==> config.mk <==
export PLATFORM = sky130hd
export DESIGN_NAME = multicycle_ctrl
export DESIGN_NICKNAME = d
export VERILOG_FILES = /design/src/rtl/multicycle_pkg.sv /design/src/rtl/mc_cond_check.sv /design/src/rtl/multicycle_ctrl.sv
export SDC_FILE = /design/constraint.sdc
export NUM_CORES = 1
export LEC_CHECK = 0
export ABC_AREA = 1
export BUFFER_PORTS_ARGS = -buffer_cell sky130_fd_sc_hd__clkbuf_2
export CORE_AREA = 2 2 39 41
export CTS_CLUSTER_SIZE = 28
export DETAILED_ROUTE_END_ITERATION = 12
export DIE_AREA = 0 0 41 43
export PLACE_DENSITY = 0.76
export SLEW_MARGIN = 10
export SYNTH_ARGS = -nofsm -noshare
export SYNTH_HDL_FRONTEND = slang
export SYNTH_SLANG_ARGS = --single-unit
==> constraint.sdc <==
create_clock -name clock -period 1.8 [get_ports clock]
set_input_delay 0.18 -clock clock [delete_from_list [all_inputs] [get_ports clock]]
set_output_delay 0.18 -clock clock [all_outputs]
set_load 0.1 [all_outputs]
==> src/rtl/multicycle_pkg.sv <==
// Shared encodings for the multicycle controller: state codes, instruction
// classes, branch conditions, mux select codes and the control-word bundle.
package multicycle_pkg;

   localparam logic [3:0] S_FETCH      = 4'd0;
   localparam logic [3:0] S_DECODE     = 4'd1;
   localparam logic [3:0] S_EXEC_ALU   = 4'd2;
   localparam logic [3:0] S_EXEC_SHIFT = 4'd3;
   localparam logic [3:0] S_MEM_ADDR   = 4'd4;
   localparam logic [3:0] S_MEM_RD     = 4'd5;
   localparam logic [3:0] S_MEM_WR     = 4'd6;
   localparam logic [3:0] S_WB_ALU     = 4'd7;
   localparam logic [3:0] S_WB_MEM     = 4'd8;
   localparam logic [3:0] S_BRANCH     = 4'd9;
   localparam logic [3:0] S_BL_LINK    = 4'd10;

   localparam logic [1:0] CLS_DP    = 2'b00;
   localparam logic [1:0] CLS_SHIFT = 2'b01;
   localparam logic [1:0] CLS_MEM   = 2'b10;
   localparam logic [1:0] CLS_BR    = 2'b11;

   localparam logic [1:0] COND_AL = 2'b00;
   localparam logic [1:0] COND_EQ = 2'b01;
   localparam logic [1:0] COND_CS = 2'b10;
   localparam logic [1:0] COND_BL = 2'b11;

   localparam logic [1:0] BSRC_RD2 = 2'b00;
   localparam logic [1:0] BSRC_IMM = 2'b01;
   localparam logic [1:0] BSRC_ONE = 2'b10;

   localparam logic [1:0] REGSRC_ALU   = 2'b00;
   localparam logic [1:0] REGSRC_SHIFT = 2'b01;
   localparam logic [1:0] REGSRC_MEM   = 2'b10;
   localparam logic [1:0] REGSRC_PC    = 2'b11;

   localparam logic [2:0] ALU_ADD = 3'b000;
   localparam logic [2:0] ALU_MOV = 3'b111;

   typedef struct packed {
      logic       iregen;
      logic       pcen;
      logic       asrc0;
      logic       asrc1;
      logic [1:0] bsrc;
      logic       regwrite;
      logic [1:0] regsrc;
      logic       flgwrite;
      logic       idmwrite;
      logic       idmsrc;
      logic [2:0] aluctrl;
      logic [2:0] shiftctrl;
   } ctrl_t;

   localparam ctrl_t CTRL_IDLE = '0;

   function automatic logic [1:0] inst_class(input logic [15:0] inst);
      return inst[15:14];
   endfunction

endpackage

==> src/rtl/mc_cond_check.sv <==
// Branch condition evaluation: always, on Z, on C, and BL (always).
module mc_cond_check
   import multicycle_pkg::*;
(
   input  logic [1:0] cond,
   input  logic       zeroflag,
   input  logic       carry,
   output logic       taken
);

   always_comb begin
      case (cond)
         COND_AL: taken = 1'b1;
         COND_EQ: taken = zeroflag;
         COND_CS: taken = carry;
         default: taken = 1'b1;
      endcase
   end

endmodule

==> src/rtl/multicycle_ctrl.sv <==
// Moore control FSM for a multicycle 16-bit CPU. Define MC_BL_EN to add the
// BL_LINK state; otherwise BL decodes as a two-cycle NOP.
module multicycle_ctrl
   import multicycle_pkg::*;
(
   input  logic        clock,
   input  logic        reset,
   input  logic [15:0] Inst,
   input  logic        zeroflag,
   input  logic        carry,
   output logic [3:0]  state,
   output logic [3:0]  next_state,
   output logic        IRegen,
   output logic        pcEN,
   output logic        ASrc0,
   output logic        ASrc1,
   output logic [1:0]  BSrc,
   output logic        RegWrite,
   output logic [1:0]  RegSrc,
   output logic        FlgWrite,
   output logic        IDMWrite,
   output logic        IDMSrc,
   output logic [2:0]  ALUCtrl,
   output logic [2:0]  ShiftCtrl
);

   logic [1:0] cls;
   logic [1:0] cond;
   logic       taken;
   ctrl_t      c;
   logic       unused_inst;

   assign cls         = inst_class(Inst);
   assign cond        = Inst[13:12];
   assign unused_inst = ^Inst[8:0];

   mc_cond_check u_cond (
      .cond     (cond),
      .zeroflag (zeroflag),
      .carry    (carry),
      .taken    (taken)
   );

   always_ff @(posedge clock or posedge reset) begin
      if (reset) state <= S_FETCH;
      else       state <= next_state;
   end

   always_comb begin
      next_state = S_FETCH;
      case (state)
         S_FETCH:      next_state = S_DECODE;
         S_DECODE: begin
            case (cls)
               CLS_DP:    next_state = S_EXEC_ALU;
               CLS_SHIFT: next_state = S_EXEC_SHIFT;
               CLS_MEM:   next_state = S_MEM_ADDR;
               default: begin
`ifdef MC_BL_EN
                  next_state = (cond == COND_BL) ? S_BL_LINK : S_BRANCH;
`else
                  next_state = (cond == COND_BL) ? S_FETCH : S_BRANCH;
`endif
               end
            endcase
         end
         S_EXEC_ALU:   next_state = S_WB_ALU;
         S_EXEC_SHIFT: next_state = S_WB_ALU;
         S_MEM_ADDR:   next_state = Inst[13] ? S_MEM_RD : S_MEM_WR;
         S_MEM_RD:     next_state = S_WB_MEM;
`ifdef MC_BL_EN
         S_BL_LINK:    next_state = S_BRANCH;
`endif
         default:      next_state = S_FETCH;
      endcase
   end

   // Outputs depend on state and Inst only; flags reach pcEN solely in BRANCH.
   always_comb begin
      c = CTRL_IDLE;
      case (state)
         S_FETCH: begin
            c.iregen  = 1'b1;
            c.pcen    = 1'b1;
            c.asrc0   = 1'b1;
            c.bsrc    = BSRC_ONE;
            c.aluctrl = ALU_ADD;
         end
         S_EXEC_ALU: begin
            c.aluctrl  = Inst[13:11];
            c.bsrc     = {1'b0, Inst[10]};
            c.asrc1    = (Inst[13:11] == ALU_MOV);
            c.flgwrite = Inst[9];
         end
         S_EXEC_SHIFT: begin
            c.shiftctrl = Inst[13:11];
            c.flgwrite  = Inst[9];
            c.regsrc    = REGSRC_SHIFT;
         end
         S_WB_ALU: begin
            c.regwrite = 1'b1;
            c.regsrc   = (cls == CLS_SHIFT) ? REGSRC_SHIFT : REGSRC_ALU;
         end
         S_MEM_ADDR: begin
            c.aluctrl = ALU_ADD;
            c.bsrc    = BSRC_IMM;
         end
         S_MEM_RD: c.idmsrc = 1'b1;
         S_MEM_WR: begin
            c.idmsrc   = 1'b1;
            c.idmwrite = 1'b1;
         end
         S_WB_MEM: begin
            c.regwrite = 1'b1;
            c.regsrc   = REGSRC_MEM;
         end
         S_BRANCH: begin
            c.asrc0   = 1'b1;
            c.bsrc    = BSRC_IMM;
            c.aluctrl = ALU_ADD;
            c.pcen    = taken;
         end
`ifdef MC_BL_EN
         S_BL_LINK: begin
            c.regwrite = 1'b1;
            c.regsrc   = REGSRC_PC;
         end
`endif
         default: c = CTRL_IDLE;
      endcase
   end

   // Write strobes are killed during reset; selects keep their FETCH values.
   assign IRegen    = c.iregen   & ~reset;
   assign pcEN      = c.pcen     & ~reset;
   assign RegWrite  = c.regwrite & ~reset;
   assign FlgWrite  = c.flgwrite & ~reset;
   assign IDMWrite  = c.idmwrite & ~reset;
   assign ASrc0     = c.asrc0;
   assign ASrc1     = c.asrc1;
   assign BSrc      = c.bsrc;
   assign RegSrc    = c.regsrc;
   assign IDMSrc    = c.idmsrc;
   assign ALUCtrl   = c.aluctrl;
   assign ShiftCtrl = c.shiftctrl;

endmodule

; Word-level counts from Yosys, hierarchy flattened
; Index checks and enable logic that the tools add are counted.
[totals]
ff_bits = 4
inputBits = 20
wordCells = 45
[op_classes]
n_eq_ne = 15
muxes = 17
n_bitwise = 6
reduce_logical = 6
[ops]
columns = operator, count
row1 = one-hot mux 4 bit (5 select lines), 1
row2 = "== test 4 x 3 -> 1 bit, second input constant", 4
row3 = one-hot mux 2 bit (3 select lines), 2
row4 = one-hot mux 4 bit (3 select lines), 1
row5 = "== test 4 x 2 -> 1 bit, second input constant", 2
row6 = "== test 4 bit, second input constant", 2
row7 = OR reduction 2 bit, 4
row8 = 2-to-1 mux 1 bit, 7
row9 = "== test 2 bit, second input constant", 3
row10 = 2-to-1 mux 3 bit, 2
row11 = AND 1 bit, 5
row12 = "== test 2 x 1 -> 1 bit, second input constant", 2
row13 = "== test 4 x 1 -> 1 bit, second input constant", 1
row14 = logical NOT 4 bit, 1
row15 = 2-to-1 mux 4 bit, 1
row16 = one-hot mux 2 bit (2 select lines), 1
row17 = "== test 3 bit, second input constant", 1
row18 = logical NOT 2 bit, 1
row19 = 2-to-1 mux 2 bit, 1
row20 = one-hot mux 1 bit (2 select lines), 1
row21 = inverter 1 bit, 1

; Logic depth before layout (Yosys ltp)
; Gate-level depths: netlist (run 1).
[depth]
word_depth = 4
mapped_depth = 6
ltp_nobuf = 6

; By module
; A second synthesis (run 1) with hierarchy kept.
[hier_totals]
cells_unflattened = 81
area_unflattened_um2 = 457.9
[modules_own_cells]
columns = mod, n_inst, cells_each, area_each_um2, seq_area_each_um2
row1 = multicycle_ctrl, 1, 73, 404.1, 100.1
row2 = mc_cond_check, 1, 8, 53.8, 0.0

; Worst setup path before layout (run 1)
; Ideal clock, no wire load.
[synth_timing]
path_kind = reg2out
from = reg state[2]
to = out RegSrc[0]
t_arrival_ns = 3.537
setup_slack_ns = -1.917
path_stages_with_launch = 5
path_buffers = 0
cell_sequence = dfrtp_1 -> inv_1 -> nor2_1 -> nand3_1 -> o21ai_0
[synth_between]
elab_chain_len = 2
word_cells_on_any_way = 4
[synth_lines]
columns = element, line_no
row1 = from (decl), multicycle_ctrl.sv:11  ; output logic [3:0] state,
row2 = from (signal assigned), multicycle_ctrl.sv:46  ; else state <= next_state;
row3 = "== test 4 bit, or another cell as far along", multicycle_ctrl.sv:81  ; case (state)
row4 = one-hot mux 2 bit (3 select lines) (*), multicycle_ctrl.sv:81
row5 = to (decl), multicycle_ctrl.sv:19  ; output logic [1:0] RegSrc,
; Mark *: on every way between the ends. The rest lies on a longest branch, timed or not.

; Worst setup path after layout (run 1)
[layout_timing]
from = reg state[2]
to = out ALUCtrl[0]
[layout_between]
elab_chain_len = 2
[layout_lines]
columns = element, line_no
row1 = == test 4 x 2 -> 1 bit, multicycle_ctrl.sv:81
row2 = 2-to-1 mux 3 bit, multicycle_ctrl.sv:81
row3 = to (decl), multicycle_ctrl.sv:23  ; output logic [2:0] ALUCtrl,
; Every way passes these cells.

==> run_results.csv, run 1 <==
group,metric,value,unit
floorplan,rows,14,
final_layout,largest_register_ffs,4,
grt,first_global_vias,698,
detailed_routing,drc_errors,0,
yosys,synth_ff_type,"dfrtp_1",
detailed_routing,wl,1856,um
yosys,ys_warn_count,0,
yosys,ys_async_sr_fraction,1.000,
detailed_routing,vias,668,
worst_setup_path,required,1.62,ns
status,status,"finished, final reports clean",
yosys,ys_top_cells_by_count,"nand2_1, nor2_1, inv_1",
sta,timing.fmax,565.9,MHz
yosys,synth.most_common_cell,"nand2_1",
yosys,post_synth.cell_area_avg,5.590,sq um
final_layout,top_register,"state",
detailed_routing,drt_first_iter_violations,6,
sta,tightest_slew,0.5427,ns
detailed_routing,drtPass1Iterations,4,
sta,skew,0.004190,ns
final_layout,antenna_cells,0,
sta,hold_viol,0,
sta,rsz0062_at_grt,"true",
sta,min_period_over_period,0.9817,
sta,finalCriticalPeriod,1.767,ns
worst_setup_path,crit_type,"flip-flop to output pin",
sta,slew_headroom,0.6398,
final_layout,reg.largest.list,"state (4)",
worst_setup_path,end_kind,"output pin",
final_layout,nNetsFinal,142,
yosys,ys_types,14,
clock_network,cts.reportedPaths.clkPinSlew,0.04,ns
clock_network,cts_max_path_buffers,2,
sta,setup_violations,0,
sta,slew_viol_final,0,
floorplan,io_pins,46,
floorplan,initial_core_util,0.3110,
clock_network,cts-buffers-inserted,3,
floorplan,dieArea,1763,sq um
grt,antenna_found_initial,0,
floorplan,core_area,1384,sq um
yosys,synth_seq_cells,4,
placed_design,gp_routability_congestion,0.8252,
clock_network,clk_latency,0.23,ns
yosys,netlist_area,430.4,sq um
worst_setup_path,cp-start-kind,"flip-flop",
detailed_routing,vias_per_cell,5.023,
yosys,netlist_instances,77,
yosys,yosysTopAreaCellShare,0.2326,
floorplan,die_w,41,um
yosys,syn_nets,100,
grt,grt_first_pass_wirelength,2870,um
yosys,synth-edff-count,0,
worst_setup_path,cp.arrival,1.59,ns
grt,grt_max_degree,8,
final_layout,fillers,64,
placed_design,place_hpwl,1445,um
clock_network,cts_sinks,4,
clock_network,htree_levels,1,
yosys,yosys.area.top_type,"dfrtp_1",
floorplan,chipHeight,43,um
yosys,synth_area_leaders,"dfrtp_1, nand2_1, nor2_1",
clock_network,cts_tree,"done",
clock_network,clockRootBuffer,"clkbuf_4",
detailed_routing,antenna_left,0,
placed_design,portBuffers,36,
final_layout,syn_to_final_growth,180.2,%
grt,grtUsageTotal,0.2343,
grt,grt_overflow,0,
worst_setup_path,cp_max_fo,4,
flow_run,drv_cap,0,
yosys,synth-seq-area-share,0.2326,
final_layout,drive_gt1_frac,0.6838,
hold_path,hp-class,"primary input to flip-flop",
detailed_routing,wl_per_cell,13.95,um
final_layout,postLayoutCoreUtil,0.8716,
==> what timing repair did <==
action,CTS,global route
buffers inserted,0,0
cloned,0,0
endpoints found under the hold margin,4,0
gates resized for setup,1,8
hold buffers,1,0
setup endpoints to repair,4,12
==> cells in the final DEF (no fill, tap or decap), types with 4 or more instances in the layout <==
master / count
buf_12: 22
nand2_1: 15
clkbuf_2: 14
nor2_4: 11
inv_1: 9
nor2_2: 5
nand2_2: 5
nand3_2: 4
dfrtp_4: 4
==> logic make-up after synthesis <==
| family | share of synthesized area |
|---|---|
| simple gates | 0.5029 |
| buf+inv | 0.1308 |
| compound gates | 0.04651 |
| flops | 0.2326 |
| fa+ha+maj | 0.08722 |
==> layer usage <==
metal / up-vias / GRT usage / wire, um
met5: - / 0 / 0
met4: 0 / 0.06000 / 23
met3: 2 / 0.04712 / 95
met2: 30 / 0.4063 / 1051
met1: 317 / 0.2754 / 685
li1: 319 / - / -
==> layout make-up <==
cell class                 count  area, sq um  area share
multi-input combinational     58        460.4      0.3817
tap                           16        20.02     0.01660
inverter                      15        67.56     0.05602
timing repair buffer          37        520.5      0.4315
sequential                     4        115.1     0.09544
clock buffer                   3        22.52     0.01867
==> final timing paths <==
path                                     from                 end  slack, ns  depth (start not counted)
setup / recovery           state[2]$_DFF_PP0_          ALUCtrl[0]       0.03                          6
hold / removal                       Inst[13]  state[0]$_DFF_PP0_       0.33                          3
setup reg to reg           state[3]$_DFF_PP0_  state[0]$_DFF_PP0_       0.55                          5
hold reg to reg            state[2]$_DFF_PP0_  state[0]$_DFF_PP0_       0.73                          3
max in group asynchronous               reset  state[0]$_DFF_PP0_       1.14                          3
min in group asynchronous               reset  state[3]$_DFF_PP0_       0.51                          3
==> critical path, cell delays in order (launching register included) <==
cell,delay (ns)
dfrtp_4,0.49
inv_1,0.11
nand2_1,0.11
nor2_4,0.17
nand2_1,0.12
nor2_2,0.15
buf_12,0.19
==> stage by stage <==
step | worst slack (ns) | instance area (sq um) | hold slack, ns | setup TNS, ns | std cells
final | 0.03296 | 1206 | 0.3267 | 0 | 133
after global routing | -0.02747 | 1206 | 0.3301 | -0.1134 | 133
after CTS | 0.003150 | 1177 | 0.3014 | 0 | 133
after detailed placement | 0.1866 | 1142 | 0.1881 | 0 | 129
after global placement | 0.2089 | 1142 | 0.1812 | 0 | 129
after floorplan | -0.2039 | 611.8 | -0.03737 | -1.162 | 77
Power of run 1 is not shown: default switching activity piles up to over one toggle a cycle in this logic, so the estimate is an artifact.
==> run 2: changes to the inputs <==
--- a/config.mk
+++ b/config.mk
@@ -5,13 +5,12 @@
 export SDC_FILE = /design/constraint.sdc
 export NUM_CORES = 1
 export LEC_CHECK = 0
-export ABC_AREA = 1
 export BUFFER_PORTS_ARGS = -buffer_cell sky130_fd_sc_hd__clkbuf_2
-export CORE_AREA = 2 2 39 41
+export CORE_MARGIN = 2
+export CORE_UTILIZATION = 39
 export CTS_CLUSTER_SIZE = 28
 export DETAILED_ROUTE_END_ITERATION = 12
-export DIE_AREA = 0 0 41 43
-export PLACE_DENSITY = 0.76
+export PLACE_DENSITY = 0.82
 export SLEW_MARGIN = 10
 export SYNTH_ARGS = -nofsm -noshare
 export SYNTH_HDL_FRONTEND = slang
==> run 2 against run 1 <==
  * The run now fails in clock tree synthesis (4_1_cts)
  * Synthesized cell count is 17% lower
  * Area after synthesis is 22% higher
==> run_results.csv, run 2 <==
group,metric,value,unit
placed_design,place_area,1205,sq um
yosys,syn_nets,87,
clock_network,cts_sinks,4,
yosys,synth_area_leaders,"dfrtp_1, ha_1, buf_6",
placed_design,dp_cells,113,
floorplan,initial_core_util,0.4090,
placed_design,portBuffers,36,
clock_network,htree_levels,1,
yosys,synth.most_common_cell,"inv_1",
placed_design,place_hpwl,1900,um
status,status,"aborted with a tool error",
yosys,yosysTopAreaCellShare,0.1905,
yosys,netlist_instances,64,
floorplan,chipHeight,40.71,um
clock_network,postCtsResizedCells,4,
clock_network,cts-buffers-inserted,3,
yosys,post_synth.cell_area_avg,8.211,sq um
status,haltStage,"clock tree synthesis (4_1_cts)",
yosys,netlist_area,525.5,sq um
yosys,synth_seq_cells,4,
clock_network,cts_setup_buffers,11,
yosys,yosys.area.top_type,"dfrtp_1",
placed_design,gp_routability_congestion,0.8051,
yosys,ys_async_sr_fraction,1.000,
yosys,ys_warn_count,0,
placed_design,detailedPlace.worstSlack,0.1569,ns
clock_network,clockRootBuffer,"clkbuf_4",
yosys,ys_types,33,
status,error_line,"[ERROR DPL-0038] Utilization greater than 100%, impossible to legalize",
floorplan,rows,13,
yosys,synth-seq-area-share,0.1905,
clock_network,cts_hold_buf,1,
clock_network,cts_max_path_buffers,2,
yosys,synth-edff-count,0,
yosys,synth_ff_type,"dfrtp_1",
floorplan,io_pins,46,
floorplan,die_w,40.71,um
yosys,ys_top_cells_by_count,"inv_1, nor2_1, a21oi_1, dfrtp_1, nor3_1",
[run 2: cell types whose count changed after synthesis, moves of 3 or more]
| cell | before | now |
|---|---|---|
| nand2_1 | 22 | 3 |
| nor2_1 | 16 | 7 |
| inv_1 | 13 | 8 |
| nand3_1 | 6 | 1 |
| buf_6 | 0 | 3 |
| nor3_1 | 1 | 4 |
[run 2: cell families after synthesis]
kind of cell,share of synthesized area
buf+inv,0.1357
compound gates,0.2096
fa+ha+maj,0.07144
simple gates,0.3762
xor+xnor,0.01667
flops,0.1905
[run 2: through the flow]
step	utilization	setup TNS (ns)
after floorplan	-	-9.255
after detailed placement	0.9377	0
after global placement	0.9377	0
==> run 3: changes to the inputs <==
--- a/config.mk
+++ b/config.mk
@@ -6,11 +6,10 @@
 export NUM_CORES = 1
 export LEC_CHECK = 0
 export BUFFER_PORTS_ARGS = -buffer_cell sky130_fd_sc_hd__clkbuf_2
-export CORE_MARGIN = 2
-export CORE_UTILIZATION = 39
-export CTS_CLUSTER_SIZE = 28
+export CORE_AREA = 2 2 63 65
 export DETAILED_ROUTE_END_ITERATION = 12
-export PLACE_DENSITY = 0.82
+export DIE_AREA = 0 0 65 67
+export PLACE_DENSITY_LB_ADDON = 0.15
 export SLEW_MARGIN = 10
 export SYNTH_ARGS = -nofsm -noshare
 export SYNTH_HDL_FRONTEND = slang
==> run 3 against run 2 <==
  * The run now ends clean
  * Synthesized cell count stayed put
  * Area after synthesis stayed put
==> run_results.csv, run 3 <==
group,metric,value,unit
status,status,"finished, final reports clean",
sta,setup_violations,0,
hold_path,min_path_cells,3,
worst_setup_path,cp.arrival,1.60,ns
worst_setup_path,crit_type,"flip-flop to output pin",
sta,setup_tns,0,ns
floorplan,die_w,65,um
sta,min_period_over_period,0.9865,
final_layout,antenna_cells,0,
sta,hold_viol,0,
yosys,netlist_area,525.5,sq um
detailed_routing,wl,2104,um
detailed_routing,antenna_left,0,
grt,antenna_found_initial,0,
yosys,netlist_instances,64,
placed_design,dp_cells,149,
floorplan,chipHeight,67,um
detailed_routing,wl_per_cell,12.91,um
detailed_routing,vias,666,
final_layout,reg.largest.list,"state (4)",
worst_setup_path,end_kind,"output pin",
worst_setup_path,timing.rr.end,"state[0]$_DFF_PP0_",
sta,slew_headroom,0.6422,
yosys,yosys.area.top_type,"dfrtp_1",
sta,tightest_slew,0.5389,ns
yosys,synth_seq_cells,4,
flow_run,drv_cap,0,
detailed_routing,vias_per_cell,4.086,
final_layout,post_layout_nonfiller_instances,163,
clock_network,clk_latency,0.21,ns
sta,timing.fmax,563.2,MHz
yosys,post_synth.cell_area_avg,8.211,sq um
final_layout,top_register,"state",
detailed_routing,drc_errors,0,
grt,first_global_vias,713,
worst_setup_path,cp-start-kind,"flip-flop",
yosys,synth.most_common_cell,"inv_1",
grt,grt_max_degree,15,
sta,holdWs,0.3596,ns
final_layout,nNetsFinal,140,
yosys,ys_warn_count,0,
clock_network,cts_tree,"done",
floorplan,initial_core_util,0.1457,
clock_network,cts.reportedPaths.clkPinSlew,0.03,ns
sta,finalCriticalPeriod,1.776,ns
yosys,ys_async_sr_fraction,1.000,
hold_path,holdPathEnd,"state[0]$_DFF_PP0_",
grt,busiest_layer,"met2",
yosys,synth-edff-count,0,
final_layout,syn_to_final_growth,169.3,%
yosys,yosysTopAreaCellShare,0.1905,
final_layout,largest_register_ffs,4,
yosys,ys_types,33,
sta,slew_viol_final,0,
placed_design,portBuffers,36,
floorplan,io_pins,46,
final_layout,final_cell_mix,"buf_12, clkbuf_2, buf_4, inv_1",
grt,grt_overflow,0,
grt,grtUsageTotal,0.1030,
clock_network,clockRootBuffer,"clkbuf_8",
sta,skew,0.003385,ns
worst_setup_path,reg2reg_depth,5,
final_layout,postLayoutCoreUtil,0.3924,
floorplan,dieArea,4355,sq um
yosys,synth_area_leaders,"dfrtp_1, ha_1, buf_6",
final_layout,drive_gt1_frac,0.7391,
yosys,syn_nets,87,
grt,grt_first_pass_wirelength,3443,um
clock_network,htree_levels,1,
hold_path,hp-class,"primary input to flip-flop",
worst_setup_path,required,1.62,ns
yosys,synth_ff_type,"dfrtp_1",
clock_network,cts_sinks,4,
yosys,ys_top_cells_by_count,"inv_1, nor2_1, a21oi_1, dfrtp_1, nor3_1",
floorplan,rows,22,
worst_setup_path,regToRegSetupSlack,0.52,ns
clock_network,cts-buffers-inserted,3,
grt,met1_usage,0.1122,
detailed_routing,drtPass1Iterations,4,
detailed_routing,drt_first_iter_violations,16,
floorplan,core_area,3606,sq um
worst_setup_path,cp_max_fo,6,
clock_network,cts_max_path_buffers,2,
yosys,synth-seq-area-share,0.1905,
grt,use_met3,0.02872,
hold_path,holdCritStartpoint,"Inst[14]",
placed_design,place_hpwl,1599,um
grt,grt_util_met2,0.1959,
worst_setup_path,r2r_start,"state[0]$_DFF_PP0_",
final_layout,layout_commonest_cell,"buf_12",
sta,rsz0062_at_grt,"true",
placed_design,gp_routability_congestion,0.7429,
## run 3: metal layers
metal  wire length (um)  share of wire
met5                  0              0
met4                  0              0
met2               1236           0.59
met3                 95          0.045
met1                772           0.37
## run 3: worst max-delay path by stage
stage	slack [ns]	cells past startpoint	endpoint	start
2_1_floorplan	-0.92	4	ASrc1	state[0]$_DFF_PP0_
3_3_place_gp	0.19	4	BSrc[0]	state[2]$_DFF_PP0_
3_5_place_dp	0.19	4	BSrc[0]	state[2]$_DFF_PP0_
4_1_cts	0.008	5	FlgWrite	reset
5_1_grt	-0.02	6	next_state[0]	state[0]$_DFF_PP0_
6_report	0.02	6	next_state[0]	state[0]$_DFF_PP0_
## run 3: stage by stage
stage | cell area [sq um] | setup WS (ns)
floorplan | 721.9 | -0.9215
global placement | 1271 | 0.1938
detailed placement | 1271 | 0.1922
CTS | 1388 | 0.007989
global route | 1415 | -0.02458
finish | 1415 | 0.02430
## run 3: worst max-delay path, stage by stage (launching register included)
cell and delay, ns:
dfrtp_4 0.51, clkbuf_2 0.16, buf_4 0.15, nand2b_4 0.11, o21ai_2 0.08, a21oi_4 0.16
buf_12 0.19
## run 3: repair_timing
action,4_1_cts,5_1_grt
hold buffers,1,0
pin swaps,0,4
endpoints found under the hold margin,4,0
resized for setup,0,4
endpoints found under the setup margin,2,7
setup buffers,7,3
## run 3: cell type report
class | count | area (sq um)
clock buffers | 3 | 41.29
inverters | 8 | 33.78
repair buffers | 52 | 649.4
multi-input cells | 48 | 515.5
fillers | 368 | 2191
flip-flops and latches | 4 | 115.1
well taps | 48 | 60.06
## run 3: logic make-up after synthesis
group / count (synthesis) / share of synthesized area
XOR/XNOR: 1 / 0.01667
AO/OA/AOI/OAI: 15 / 0.2096
flip-flops: 4 / 0.1905
buffers and inverters: 12 / 0.1357
adder cells (fa/ha/maj): 3 / 0.07144
AND/OR/NAND/NOR: 29 / 0.3762
Power of run 3 is left out for the same reason.
